--- src/rtl/qlm_pkg.sv ---
// Shared types and helpers for the log-multiplier MAC accumulator.
package qlm_pkg;

  localparam int PROD_W = 16;

  typedef enum logic [1:0] {
    IDLE = 2'd0,
    ACC  = 2'd1,
    HOLD = 2'd2
  } qlm_acc_state_e;

  // Returns {ovf, sum}: a+b clamped to the signed w-bit range, sign-extended to 64 bits.
  function automatic logic [64:0] sat_add(input longint a, input longint b, input int w);
    longint s;
    longint maxv;
    longint minv;
    logic   ovf;
    s    = a + b;
    maxv = (longint'(1) <<< (w - 1)) - 1;
    minv = -(longint'(1) <<< (w - 1));
    ovf  = 1'b0;
    if (s > maxv) begin
      s   = maxv;
      ovf = 1'b1;
    end else if (s < minv) begin
      s   = minv;
      ovf = 1'b1;
    end
    return {ovf, s};
  endfunction

endpackage

--- src/rtl/qlm_sat_adder.sv ---
// ACC_W+1-bit adder that clamps the result back into the signed ACC_W range.
module qlm_sat_adder #(
  parameter int ACC_W = 24
) (
  input  logic [ACC_W-1:0] i_a,
  input  logic [ACC_W:0]   i_b,
  output logic [ACC_W-1:0] o_sum,
  output logic             o_ovf
);

  logic [ACC_W:0] w_sum;
  logic           w_pos_ovf;
  logic           w_neg_ovf;

  // The operands fit in ACC_W+1 bits, so the top two bits disagreeing means out of range.
  assign w_sum     = {i_a[ACC_W-1], i_a} + i_b;
  assign w_pos_ovf = ~w_sum[ACC_W] &  w_sum[ACC_W-1];
  assign w_neg_ovf =  w_sum[ACC_W] & ~w_sum[ACC_W-1];

  always_comb begin
    o_sum = w_sum[ACC_W-1:0];
    if (w_pos_ovf) begin
      o_sum = {1'b0, {(ACC_W-1){1'b1}}};
    end else if (w_neg_ovf) begin
      o_sum = {1'b1, {(ACC_W-1){1'b0}}};
    end
  end

  assign o_ovf = w_pos_ovf | w_neg_ovf;

endmodule

--- src/rtl/qlm_mac_acc.sv ---
// Saturating dot-product accumulator fed by the approximate log multiplier.
module qlm_mac_acc
  import qlm_pkg::*;
#(
  parameter int ACC_W = 24,
  parameter int CNT_W = 8
) (
  input  logic              clk_i,
  input  logic              rst_ni,
  input  logic              clr_i,
  input  logic [PROD_W-1:0] prod_i,
  input  logic              prod_neg_i,
  input  logic              prod_last_i,
  input  logic              prod_valid_i,
  output logic              prod_ready_o,
  output logic [ACC_W-1:0]  acc_o,
  output logic [CNT_W-1:0]  cnt_o,
  output logic              ovf_o,
  output logic              len_err_o,
  output logic              acc_valid_o,
  input  logic              acc_ready_i
);

  localparam logic [CNT_W-1:0] CNT_ONE = CNT_W'(1);
  localparam logic [CNT_W-1:0] CNT_MAX = {CNT_W{1'b1}};

  qlm_acc_state_e   r_state;
  logic [ACC_W-1:0] r_acc;
  logic [CNT_W-1:0] r_cnt;
  logic             r_ovf;
  logic             r_len_err;
  logic             r_acc_valid;
  logic             r_prod_ready;

  logic [ACC_W:0]   w_beat;
  logic [ACC_W-1:0] w_add_a;
  logic [ACC_W-1:0] w_sum;
  logic             w_ovf;
  logic             w_first;
  logic [CNT_W-1:0] w_cnt_nxt;

  // Negative products are ones' complement; adding prod_neg_i turns them into two's complement.
  assign w_beat    = {{(ACC_W+1-PROD_W){prod_i[PROD_W-1]}}, prod_i}
                   + {{ACC_W{1'b0}}, prod_neg_i};
  assign w_first   = (r_state == IDLE);
  assign w_add_a   = w_first ? '0 : r_acc;
  assign w_cnt_nxt = w_first ? CNT_ONE : r_cnt + CNT_ONE;

  qlm_sat_adder #(
    .ACC_W (ACC_W)
  ) u_sat_adder (
    .i_a   (w_add_a),
    .i_b   (w_beat),
    .o_sum (w_sum),
    .o_ovf (w_ovf)
  );

  always_ff @(posedge clk_i or negedge rst_ni) begin
    if (!rst_ni) begin
      r_state      <= IDLE;
      r_acc        <= '0;
      r_cnt        <= '0;
      r_ovf        <= 1'b0;
      r_len_err    <= 1'b0;
      r_acc_valid  <= 1'b0;
      r_prod_ready <= 1'b1;
    end else if (clr_i) begin
      r_state      <= IDLE;
      r_acc        <= '0;
      r_cnt        <= '0;
      r_ovf        <= 1'b0;
      r_len_err    <= 1'b0;
      r_acc_valid  <= 1'b0;
      r_prod_ready <= 1'b1;
    end else begin
      unique case (r_state)
        IDLE, ACC: begin
          if (prod_valid_i) begin
            r_acc <= w_sum;
            r_cnt <= w_cnt_nxt;
            r_ovf <= (w_first ? 1'b0 : r_ovf) | w_ovf;
            if (prod_last_i || (w_cnt_nxt == CNT_MAX)) begin
              r_state      <= HOLD;
              r_len_err    <= ~prod_last_i;
              r_acc_valid  <= 1'b1;
              r_prod_ready <= 1'b0;
            end else begin
              r_state   <= ACC;
              r_len_err <= 1'b0;
            end
          end
        end
        HOLD: begin
          if (acc_ready_i) begin
            r_state      <= IDLE;
            r_ovf        <= 1'b0;
            r_len_err    <= 1'b0;
            r_acc_valid  <= 1'b0;
            r_prod_ready <= 1'b1;
          end
        end
        default: begin
          r_state      <= IDLE;
          r_acc_valid  <= 1'b0;
          r_prod_ready <= 1'b1;
        end
      endcase
    end
  end

  assign prod_ready_o = r_prod_ready;
  assign acc_o        = r_acc;
  assign cnt_o        = r_cnt;
  assign ovf_o        = r_ovf;
  assign len_err_o    = r_len_err;
  assign acc_valid_o  = r_acc_valid;

endmodule

--- config.mk ---
export PLATFORM = sky130hd
export DESIGN_NAME = qlm_mac_acc
export DESIGN_NICKNAME = d
export VERILOG_FILES = /design/src/rtl/qlm_pkg.sv /design/src/rtl/qlm_sat_adder.sv /design/src/rtl/qlm_mac_acc.sv
export SDC_FILE = /design/constraint.sdc
export NUM_CORES = 1
export LEC_CHECK = 0
export ABC_AREA = 1
export CORE_MARGIN = 2
export CORE_UTILIZATION = 51
export CTS_CLUSTER_SIZE = 25
export DETAILED_ROUTE_END_ITERATION = 6
export GPL_TIMING_DRIVEN = 0
export PLACE_DENSITY = 0.71
export SLEW_MARGIN = 15
export SYNTH_ARGS = -nofsm -noshare
export SYNTH_HDL_FRONTEND = slang
export SYNTH_HIERARCHICAL = 1
export SYNTH_SLANG_ARGS = --single-unit
--- constraint.sdc ---
create_clock -name clk_i -period 4.1 [get_ports clk_i]
set_clock_uncertainty 0.2 [all_clocks]
set_input_delay 0.41 -clock clk_i [delete_from_list [all_inputs] [get_ports clk_i]]
set_output_delay 0.41 -clock clk_i [all_outputs]
set_load 0.005 [all_outputs]
==> metrics <==
status=finished clean; Cell Rows=32; WP buf/inv=4; Critical Path RT=4.06 ns; iteration count of the initial detailed-routing pass=5; syn avg cell area=6.04 sq um; first-pass GRT wire length=19.0 mm; count leader, synth=nand2_1; initial antenna violation count=0; Final period util=94.5%; Sw Pwr=639 uW; CP Capture Type=flop; Via density=5.18; Seq pwr share=29.5%; final cell count without fillers=867; complex-gate fraction of the synthesized area=10.8%; Yosys cell types=41; post-DP HPWL=9.10 mm; clock tree sinks=38; DR vias=4488; Die ar.=8810 sq um; WHS=0.260 ns; crit-path leading delay family=simple AND/OR/NAND/NOR gates; Ant. Diodes=0; Root Driver=clkbuf_8; P&R area growth vs syn=31.8%; Mapped Nets=735; I/O pin cnt=59; main combinational cell family by area after synthesis=simple AND/OR/NAND/NOR gates; vias in the first global route=4193; crit path kind=in -> reg; CP max stage cell=ha_2; P per Cell Area=282 nW/um^2; worst hold path class=reg -> reg; Die Ht=93.9 um; largest net degree at the start of global routing=27; H-Tree Depth=2; Core Footprint=7770 sq um; # setup viols final=0; total grt overflow=0; mux contribution to synthesized area=0%; Most common cell on crit path=nand2_1; fin nets=817; Fmax achieved=0.258 GHz; I/O Buffers=58; Hold Vio Cnt, Final=0; Internal=891 uW; register bit total from synthesis=38; area share of fa/ha/maj cells after synthesis=9.30%; Post-Synthesis Cells=682; Slew @ Worst Pin=0.456 ns; CP max stage delay=0.34 ns; Worst-Skew Late Latency=0.29 ns; cell taking the most area after synthesis=dfrtp_1; Detail Route Antenna Nets=0; simple logic cell fraction of the synthesized area=40.2%; Cells after DPL=843; Synth top cells by count=nand2_1 (213), inv_1 (121), nor2_1 (70); Post-synth EDFFs=0; CTS tree=built; Starting Density=53.0%; async set-or-reset flop fraction in the synthesized netlist=100%; CTS Buf Count=5; layout cells sized above 1=15.4%; leakage power=0.00280 uW; Die W=93.9 um; peak supply drop=0.158 mV; sequential element share of the synthesized area=23.1%; final wirelength=11.5 mm; dominant synthesized flop cell=dfrtp_1; wire length per cell=13.3 um; Total Routing Usage GR=27.0%; fillers=692; power share of the combinational group=53.7%; Yosys Warn Count=6; max-slew violations=0; min Tclk post-route=3.88 ns; top cell type's share of synthesized area=22.5%; relative slew slack=69.6%; Mapped Area=4120 sq um; Reg clk slew, reported paths=0.08 ns; RePlAce Congestion=0.913; CP Max Fanout=5; clock buffer depth=2; startpoint types=input pin; Worst Path Arrival=3.83 ns; post-synthesis xor/xnor area fraction=3.61%; maxcap violations=0; power share of the clock group=16.8%; top cells by area, synth=dfrtp_1 (22%), nand2_1 (19%), inv_1 (11%); Sw Ratio=41.8%; DRC viols=0; Initial DRC Count=367
-- final cells by class --
type	instances	area, sq um	area share (%)
Multi-Input combinational cell	504	2930	53.9
Clock buffer	5	68.8	1.27
Buffer	11	68.8	1.27
Timing Repair Buffer	76	778	14.3
Clock inverter	3	21.3	0.392
Inverter	128	485	8.94
Tap cell	102	128	2.35
Sequential cell	38	952	17.5
-- final timing paths --
path / from / endpoint / slack (ns) / depth (start not counted)
worst max-delay path: prod_neg_i / acc_o[19] / 0.22 / 26
worst min-delay path: prod_ready_o / prod_ready_o / 0.26 / 2
worst max register to register: r_state[1] / acc_o[19] / 0.30 / 23
worst min register to register: prod_ready_o / prod_ready_o / 0.26 / 2
max in group asynchronous: rst_ni / prod_ready_o / 2.85 / 3
min in group asynchronous: rst_ni / cnt_o[4] / 0.34 / 2
-- registers in the layout, indices dropped and copies added, names as in the netlist --
signal        cells
acc_o            24
cnt_o             8
r_state           2
acc_valid_o       1
len_err_o         1
ovf_o             1
prod_ready_o      1
-- layout by cell type, fill, tap and decap left out, types with 3 or more instances in the layout --
master / count
nand2_1: 206
inv_1: 117
nor2_1: 67
clkdlybuf4s50_1: 48
o21ai_0: 44
nand3_1: 40
dfrtp_1: 37
nand2_2: 19
a21oi_1: 16
ha_1: 16
buf_4: 12
ha_4: 11
nor2_2: 10
inv_2: 8
xor2_1: 8
xnor2_1: 7
dlymetal6s2s_1: 7
nand4_1: 6
clkbuf_8: 6
nand2_4: 5
nor2_4: 4
nand3_2: 4
a21oi_2: 4
buf_2: 4
o21ai_1: 4
o22ai_1: 4
clkbuf_2: 3
nor3_1: 3
clkbuf_1: 3
nand3b_1: 3
-- per-stage QoR --
step	total power, uW	cell area (sq um)	setup TNS (ns)	util [%]	setup WS, ns
5_1_grt	1640	5430	-0.0222	69.9	-0.00922
3_5_place_dp	1150	4840	-27.03	62.3	-1.35
2_1_floorplan	892	4120	0	-	0.0450
6_report	1530	5430	0	69.9	0.225
4_1_cts	1500	5300	0	68.2	0.0136
3_3_place_gp	1140	4830	-25.94	62.1	-1.30
-- power groups by stage --
stage / Sequential, uW / Clock [uW] / Combinational (uW)
final: 451 / 257 / 821
after global placement: 456 / 0 / 684
after detailed placement: 459 / 0 / 694
after floorplan: 460 / 0 / 432
after CTS: 452 / 265 / 787
after global routing: 457 / 280 / 906
-- layer usage --
metal | vias up | part of all wire [%] | wire (um) | GRT usage (%)
li1 | 2285 | - | - | -
met1 | 2040 | 46 | 5340 | 37.9
met2 | 141 | 46 | 5300 | 44.7
met3 | 22 | 5.7 | 653 | 1.69
met4 | 0 | 2.0 | 234 | 7.73
met5 | - | 0 | 0 | 0
-- kinds of logic after synthesis --
logic type                 Yosys count
AOI/OAI and AO/OA                   81
adders and majority gates           30
buffers and inverters              140
and+or+nand+nor                    376
xor gates and xnor gates            17
DFF                                 38
-- worst min-delay path: cells and delay by family, from the launching register on --
| kind | cells | cell delay (ns) |
|---|---|---|
| flip-flops | 1 | 0.37 |
| AND/OR/NAND/NOR | 2 | 0.09 |
-- what timing repair did --
action / CTS / global route
gates resized for setup: 47 / 31
endpoints found under the setup margin: 24 / 22
pin swaps: 20 / 20
endpoints found under the hold margin: 12 / 0
buffers inserted: 11 / 4
hold buffers: 1 / 0
cloned: 1 / 0
(Power assumes the default switching activity.)
